--- src/rtl/bshift_pkg.sv ---
`default_nettype none
// ============================================================================
// Module   : bshift_pkg
// Brief    : Shared mode encoding and stage-count helper for the pipelined
//            barrel shifter.
// Revision : 1.0 - initial release
// ============================================================================
package bshift_pkg;

    typedef enum logic [1:0] {
        LSR = 2'd0,
        LSL = 2'd1,
        ASR = 2'd2,
        ROR = 2'd3
    } shift_mode_e;

    // One stage per bit of the shift amount.
    function automatic int bshift_shw(input int width);
        return $clog2(width);
    endfunction

endpackage
`default_nettype wire

--- src/rtl/bshift_stage.sv ---
`default_nettype none
// ============================================================================
// Module   : bshift_stage
// Brief    : One registered shifter stage; shifts by DIST when its amount bit
//            is set. Sticky tracking present only with BSHIFT_STICKY_EN.
// Revision : 1.0 - initial release
// ============================================================================
module bshift_stage
    import bshift_pkg::*;
#(
    parameter int WIDTH = 8,
    parameter int SHW   = 3,
    parameter int DIST  = 1
) (
    input  logic             clk,
    input  logic             rst,
    input  logic             in_valid,
    input  logic [WIDTH-1:0] in_data,
    input  logic [SHW-1:0]   in_amt,
    input  logic [1:0]       in_mode,
    input  logic             adv_in,
    output logic             adv_out,
    output logic             out_valid,
    output logic [WIDTH-1:0] out_data,
    output logic [SHW-1:0]   out_amt,
    output logic [1:0]       out_mode
`ifdef BSHIFT_STICKY_EN
    ,
    input  logic             in_sticky,
    output logic             out_sticky
`endif
);

    localparam int BIT = $clog2(DIST);

    shift_mode_e      w_mode;
    logic [WIDTH-1:0] w_shifted;
    logic             valid_d, valid_q;
    logic [WIDTH-1:0] data_d, data_q;
    logic [SHW-1:0]   amt_d, amt_q;
    logic [1:0]       mode_d, mode_q;
`ifdef BSHIFT_STICKY_EN
    logic             w_discard;
    logic             sticky_d, sticky_q;
`endif

    always_comb begin
        w_mode    = shift_mode_e'(in_mode);
        w_shifted = in_data;
`ifdef BSHIFT_STICKY_EN
        w_discard = 1'b0;
`endif
        if (in_amt[BIT]) begin
            case (w_mode)
                LSR: begin
                    w_shifted = in_data >> DIST;
`ifdef BSHIFT_STICKY_EN
                    w_discard = |in_data[DIST-1:0];
`endif
                end
                LSL: begin
                    w_shifted = in_data << DIST;
`ifdef BSHIFT_STICKY_EN
                    w_discard = |in_data[WIDTH-1:WIDTH-DIST];
`endif
                end
                ASR: begin
                    // The current MSB is still the original sign, so each
                    // stage re-replicates it.
                    w_shifted = $signed(in_data) >>> DIST;
`ifdef BSHIFT_STICKY_EN
                    w_discard = |in_data[DIST-1:0];
`endif
                end
                ROR: begin
                    w_shifted = {in_data[DIST-1:0], in_data[WIDTH-1:DIST]};
                end
                default: begin
                    w_shifted = in_data;
                end
            endcase
        end
    end

    always_comb begin
        adv_out = !valid_q || adv_in;
        valid_d = valid_q;
        data_d  = data_q;
        amt_d   = amt_q;
        mode_d  = mode_q;
`ifdef BSHIFT_STICKY_EN
        sticky_d = sticky_q;
`endif
        // An empty stage always loads, which lets bubbles collapse.
        if (adv_out) begin
            valid_d = in_valid;
            data_d  = w_shifted;
            amt_d   = in_amt;
            mode_d  = in_mode;
`ifdef BSHIFT_STICKY_EN
            sticky_d = in_sticky | w_discard;
`endif
        end
    end

    always_ff @(posedge clk) begin
        if (rst) begin
            valid_q <= 1'b0;
            data_q  <= '0;
            amt_q   <= '0;
            mode_q  <= '0;
`ifdef BSHIFT_STICKY_EN
            sticky_q <= 1'b0;
`endif
        end else begin
            valid_q <= valid_d;
            data_q  <= data_d;
            amt_q   <= amt_d;
            mode_q  <= mode_d;
`ifdef BSHIFT_STICKY_EN
            sticky_q <= sticky_d;
`endif
        end
    end

    assign out_valid = valid_q;
    assign out_data  = data_q;
    assign out_amt   = amt_q;
    assign out_mode  = mode_q;
`ifdef BSHIFT_STICKY_EN
    assign out_sticky = sticky_q;
`endif

endmodule
`default_nettype wire

--- src/rtl/pipelined_barrel_shifter.sv ---
`default_nettype none
// ============================================================================
// Module   : pipelined_barrel_shifter
// Brief    : log2(WIDTH)-stage pipelined barrel shifter (LSR/LSL/ASR/ROR)
//            with valid/ready on both sides. Define BSHIFT_STICKY_EN to add
//            the out_sticky port.
// Revision : 1.0 - initial release
// ============================================================================
module pipelined_barrel_shifter
    import bshift_pkg::*;
#(
    parameter  int WIDTH = 8,
    localparam int SHW   = bshift_shw(WIDTH)
) (
    input  logic             clk,
    input  logic             rst,
    input  logic             in_valid,
    output logic             in_ready,
    input  logic [WIDTH-1:0] in_data,
    input  logic [SHW-1:0]   in_amt,
    input  logic [1:0]       in_mode,
    output logic             out_valid,
    input  logic             out_ready,
    output logic [WIDTH-1:0] out_data
`ifdef BSHIFT_STICKY_EN
    ,
    output logic             out_sticky
`endif
);

    // Index k is the input of stage k; index SHW is the last stage's output.
    logic [SHW:0]     valid_pipe;
    logic [SHW:0]     adv_pipe;
    logic [WIDTH-1:0] data_pipe [SHW+1];
    logic [SHW-1:0]   amt_pipe  [SHW+1];
    logic [1:0]       mode_pipe [SHW+1];
`ifdef BSHIFT_STICKY_EN
    logic [SHW:0]     sticky_pipe;
`endif
    logic             unused_tail;

    assign valid_pipe[0] = in_valid;
    assign data_pipe[0]  = in_data;
    assign amt_pipe[0]   = in_amt;
    assign mode_pipe[0]  = in_mode;
    assign adv_pipe[SHW] = out_ready;
`ifdef BSHIFT_STICKY_EN
    assign sticky_pipe[0] = 1'b0;
`endif

    generate
        for (genvar k = 0; k < SHW; k++) begin : g_stage
            bshift_stage #(
                .WIDTH (WIDTH),
                .SHW   (SHW),
                .DIST  (1 << k)
            ) u_stage (
                .clk       (clk),
                .rst       (rst),
                .in_valid  (valid_pipe[k]),
                .in_data   (data_pipe[k]),
                .in_amt    (amt_pipe[k]),
                .in_mode   (mode_pipe[k]),
                .adv_in    (adv_pipe[k+1]),
                .adv_out   (adv_pipe[k]),
                .out_valid (valid_pipe[k+1]),
                .out_data  (data_pipe[k+1]),
                .out_amt   (amt_pipe[k+1]),
                .out_mode  (mode_pipe[k+1])
`ifdef BSHIFT_STICKY_EN
                ,
                .in_sticky (sticky_pipe[k]),
                .out_sticky(sticky_pipe[k+1])
`endif
            );
        end
    endgenerate

    assign in_ready  = adv_pipe[0];
    assign out_valid = valid_pipe[SHW];
    assign out_data  = data_pipe[SHW];
`ifdef BSHIFT_STICKY_EN
    assign out_sticky = sticky_pipe[SHW];
`endif

    // Amount and mode are spent once the last stage has used them.
    assign unused_tail = ^{amt_pipe[SHW], mode_pipe[SHW]};

endmodule
`default_nettype wire

--- config.mk ---
export PLATFORM = sky130hd
export DESIGN_NAME = pipelined_barrel_shifter
export DESIGN_NICKNAME = d
export VERILOG_FILES = /design/src/rtl/bshift_pkg.sv /design/src/rtl/bshift_stage.sv /design/src/rtl/pipelined_barrel_shifter.sv
export SDC_FILE = /design/constraint.sdc
export NUM_CORES = 1
export LEC_CHECK = 0
export CAP_MARGIN = 20
export CORE_AREA = 3 3 79 81
export DETAILED_ROUTE_END_ITERATION = 7
export DIE_AREA = 0 0 82 84
export PLACE_DENSITY = 0.63
export SLEW_MARGIN = 20
export SYNTH_ARGS = -nofsm -noshare
export SYNTH_HDL_FRONTEND = slang
export SYNTH_SLANG_ARGS = --single-unit
--- constraint.sdc ---
create_clock -name clk -period 1.1 [get_ports clk]
set_input_delay 0.22 -clock clk [delete_from_list [all_inputs] [get_ports clk]]
set_output_delay 0.22 -clock clk [all_outputs]
set_load 0.01 [all_outputs]
=== Word-level counts from Yosys, hierarchy flattened ===
Cells that the tools add are included.

* Register bits: 37
* Logic and storage cells: 34

* Equal/unequal tests: 9
* Mux-type cells: 6
* Reductions and logical operators: 9

{| class="wikitable"
|+ Operator list
! kind !! number
|-
| 8-bit one-hot mux with 4 select lines || 3
|-
| 8-bit two-way mux || 3
|-
| 2-bit == test, second input constant || 6
|-
| 2-bit by 1-bit == test with 1-bit output, second input constant || 3
|-
| 2-bit zero test || 3
|-
| 1-bit zero test || 3
|-
| 1-bit logical OR || 3
|}

=== Depth between registers and ports, before layout ===
* Depth after elaboration: 4
* Depth in mapped cells: 5
* Mapped depth without buffers: 4

=== Cells and area by module ===
From an unflattened synthesis, not the netlist that was laid out.

* Cell total of the unflattened synthesis: 238
* Area total of the unflattened synthesis: 2094.5 µm²

{| class="wikitable"
|+ Modules (own cells, without submodules)
! module !! times used !! cells an instance !! area an instance (µm²) !! sequential area each (µm²)
|-
| bshift_stage (g_stage[1].u_stage) || 1 || 83 || 752.0 || 280.3
|-
| bshift_stage (g_stage[0].u_stage) || 1 || 83 || 723.2 || 280.3
|-
| bshift_stage (g_stage[2].u_stage) || 1 || 72 || 619.3 || 280.3
|}

=== Worst setup path after synthesis ===
No wires, ideal clock.

* Path type: reg-to-reg
* Start: reg g_stage[0].u_stage.mode_q[1]
* End: reg g_stage[1].u_stage.data_q[6]
* Setup time: 0.126 ns
* Arrival: 1.030 ns
* Data required time: 0.974 ns
* Slack: -0.055 ns
* Cell stages (with the launch flop): 5
* Path buffers: 1
* Cell sequence: dfxtp_1 buf_4 mux2_4 a211oi_2 o41ai_2

* Word-level cells in the longest chain between the ends: 3
* Elaborated cells on any way between the ends: 6
* Those cells by class: eq/ne (3); mux (2); reduce/logical (1)

{| class="wikitable"
|+ RTL lines
! element !! line !! text
|-
| start, declared || bshift_stage.sv:41 || <nowiki>logic [1:0] mode_d, mode_q;</nowiki>
|-
| start signal, assigned || bshift_stage.sv:119 || <nowiki>mode_q <= mode_d;</nowiki>
|-
| 2-bit == test, or another cell as far along || bshift_stage.sv:54 || <nowiki>case (w_mode)</nowiki>
|-
| 8-bit one-hot mux with 4 select lines (*) || bshift_stage.sv:54 ||
|-
| 8-bit two-way mux (*) || bshift_stage.sv:53 || <nowiki>if (in_amt[BIT]) begin</nowiki>
|-
| end signal, assigned || bshift_stage.sv:117 || <nowiki>data_q <= data_d;</nowiki>
|-
| end, declared || bshift_stage.sv:39 || <nowiki>logic [WIDTH-1:0] data_d, data_q;</nowiki>
|}

Every way passes the cells marked *; elsewhere a longest branch is shown, timed or not.
A chain may end at the register's enable or synchronous reset.

=== Worst setup path after layout ===
* Start: reg g_stage[2].u_stage.valid_q
* End: out in_ready

* Word-level cells in the longest chain between the ends: 4

{| class="wikitable"
|+ RTL lines
! element !! line !! text
|-
| start, declared || bshift_stage.sv:38 || <nowiki>logic valid_d, valid_q;</nowiki>
|-
| start signal, assigned || bshift_stage.sv:116 || <nowiki>valid_q <= valid_d;</nowiki>
|-
| 1-bit zero test || bshift_stage.sv:86 || <nowiki>adv_out = !valid_q || adv_in;</nowiki>
|-
| 1-bit logical OR (3 in a row) || bshift_stage.sv:86 ||
|-
| end, declared || pipelined_barrel_shifter.sv:18 || <nowiki>output logic in_ready,</nowiki>
|}

No other way between the ends.

==> flow_metrics.tcl <==
set metrics [dict create \
    post-place-cells 314 \
    io_buffers 26 \
    drtIter0Drc 76 \
    via_count 1655 \
    drc 0 \
    clock_path_buffers 2 \
    routed_wl_um 4490 \
    rsz0062_at_grt "true" \
    layout_min_cycle_time_ns 1.31 \
    yosys_warnings 0 \
    avgRoutedWirePerCell_um 13.6 \
    cp-end-kind "output port" \
    crit_family "flip-flops" \
    initial_utilization_pct 34.9 \
    die-area_mm2 0.00689 \
    n_antenna_cell 0 \
    violations "negative setup slack" \
    seq_area_um2 688 \
    syn_avg_cell_area_um2 9.08 \
    path_class "flop to output port" \
    worstMarginPinSlew_ns 0.294 \
    power_density_mw_per_mm2 1010 \
    drt-vias-per-instance 5.02 \
    fmax_ghz 0.766 \
    die_w_um 82 \
    setup_ws_ns -0.205 \
    grtUsageTotal_pct 14.3 \
    syn_area_mm2 0.00193 \
    cp.arrival_ns 1.09 \
    cts_root_buf "clkbuf_8" \
    crit_path_max_incr_delay_ns 0.32 \
    syn_inst 213 \
    clkTransAtPathRegs_ns 0.07 \
    first_pass_iters 4 \
    path_max_fanout 2 \
    antenna_found_initial 0 \
    dp_hpwl_um 2990 \
    synth_area_leader_cell "dfxtp_1" \
    post-route-util_pct 49.0 \
    grt_max_degree 47 \
    critPathSlowestCell "dfxtp_2" \
    setup_viol 29 \
    yosysSeqAreaShare_pct 35.2 \
    synth_top_flop_cell "dfxtp_1" \
    status "finished, violations left" \
    nets 275 \
    area_growth_syn_to_layout_pct 40.3 \
    drv_slew 0 \
    num_rows 27 \
    synth_cell_types 31 \
    synth-seq-cells 34 \
    finalCritPeriodShare_pct 119 \
    slew_headroom_pct 80.3 \
    cts_tree "done" \
    leakagePower_uw 0.00113 \
    clkSinkCount 34 \
    grt_pass1_wl_um 7800 \
    drive_above_1_share_pct 40.3 \
    htreeDepth 2 \
    core_mm2 0.00554 \
    crit_chain "and4b_2 > clkinv_4 > buf_6" \
    cp_num_buf_inv 2 \
    post-synth-top-count-cell "dfxtp_1" \
    timing_hold_violations_final 0 \
    min_path_type "primary input to flop" \
    max-cap-violations 0 \
    synth_area_leaders "dfxtp_1 (35%), o41ai_2 (10%), nor2_1 (5.6%)" \
    worst_ir_drop_vdd_v 0.000505 \
    cts_buffers 5 \
    detail-route-antenna-nets 0 \
    grt_pass1_vias 1683 \
    multi_input_area_mm2 0.00119 \
    crit_path_start_kind "flop" \
    crit_required_ns 0.88 \
    async_reset_ff_share_pct 0 \
    synthTopCellsByCount "dfxtp_1 (34), nor2_1 (29), nand2_1 (20)" \
    fillers 534 \
    grt_overflow 0 \
    synth_edf_count 0 \
    fp.dieH_um 84 \
    synth_fp_nets 230 \
    hold_ws_ns 0.355 \
    io_pins 27 \
    insertion_delay_ns 0.28 \
    fin_cells 330 \
    gp_congestion 0.769 \
    synth_top_cell_area_share_pct 35.2 \
    ctsHoldBuffers 0 \
    finClkSkew_ns 0.00352 \
]
worst reg2reg max path: cells and delay by family, from the launching register on:
kind            cells  cell delay (ns)
simple gates        2             0.38
flops               1             0.32
buf+inv             3             0.42
compound gates      1             0.07
layout make-up:
class | count | area share [%]
multi-input combinational | 151 | 43.8
sequential | 34 | 25.4
timing repair buffer | 62 | 23.8
tap | 72 | 3.32
clock buffer | 5 | 2.54
inverter | 4 | 0.738
clock inverter | 2 | 0.369
state kept, by name, indices dropped and copies added, names as in the netlist:
name / cells
g_stage.u_stage.out_data: 24
g_stage.u_stage.out_amt: 3
g_stage.u_stage.out_mode: 4
g_stage.u_stage.out_valid: 3
per-stage QoR:
| stage | area (µm²) | TNS, ns | total power (µW) | setup WS [ns] |
|---|---|---|---|---|
| after global placement | 2350 | -14.41 | 1860 | -0.735 |
| final | 2710 | -3.27 | 2740 | -0.205 |
| after global routing | 2710 | -4.63 | 2880 | -0.255 |
| after floorplan | 1940 | -0.0551 | 1670 | -0.0127 |
| after CTS | 2680 | -2.89 | 2760 | -0.213 |
| after detailed placement | 2350 | -14.89 | 1870 | -0.729 |
timing repair:
item,in CTS,in global routing
gates cloned,4,0
endpoints found under the setup margin,40,41
buffers inserted,4,1
gates resized for setup,61,23
pin swaps,11,4
kinds of logic after synthesis:
kind of cell           count (synthesis)  share of synthesized area [%]
and+or+nand+nor                      100                           28.1
DFF                                   34                           35.2
AOI/OAI and AO/OA                     48                           24.9
buffers and inverters                 28                           9.64
muxes                                  3                           2.14
cells in the final DEF, fill, tap and decap left out, types with 3 or more instances in the layout:
cell type,Yosys,final
buf_16,0,3
clkdlybuf4s50_1,0,12
o41ai_2,12,12
a211oi_2,2,5
a311o_1,3,3
dfxtp_2,0,6
dlygate4sd2_1,0,3
dfxtp_1,34,28
a21oi_2,3,4
nor2_1,29,29
a221oi_2,0,7
nand2_1,20,16
a211oi_1,10,6
clkbuf_2,0,6
and2_1,7,7
buf_12,0,5
buf_4,12,22
clkbuf_8,0,5
and3b_1,12,11
nand2_2,0,3
nor3_1,7,7
a21oi_1,7,6
nand3b_1,14,14
buf_6,3,6
final timing paths:
kind / startpoint / end / slack (ns) / cells past startpoint
hold / removal: rst / g_stage[1].u_stage.out_mode[1]$_SDFFE_PP0P_ / 0.35 / 3
setup reg to reg: g_stage[2].u_stage.out_valid$_SDFFE_PP0P_ / g_stage[0].u_stage.out_data[4]$_SDFFE_PP0P_ / -0.21 / 6
hold reg to reg: g_stage[0].u_stage.out_valid$_SDFFE_PP0P_ / g_stage[1].u_stage.out_valid$_SDFFE_PP0P_ / 0.46 / 2
setup / recovery: g_stage[2].u_stage.out_valid$_SDFFE_PP0P_ / in_ready / -0.21 / 3
power breakdown:
| group | leakage [µW] | total (µW) | internal, µW | switching (µW) |
|---|---|---|---|---|
| clock network | 0.0000438 | 865 | 425 | 440 |
| logic | 0.000798 | 498 | 277 | 221 |
| registers | 0.000283 | 1380 | 1310 | 67.0 |
routing by layer:
layer	part of all wire, %	global-route usage (%)	wire [µm]	vias up
li1	-	-	-	855
met1	45	17.1	2040	773
met3	3.4	4.00	152	2
met5	0	0	0	-
met2	51	24.5	2270	25
met4	0.42	4.23	19	0
No activity file was read; power rests on OpenSTA's default activity.
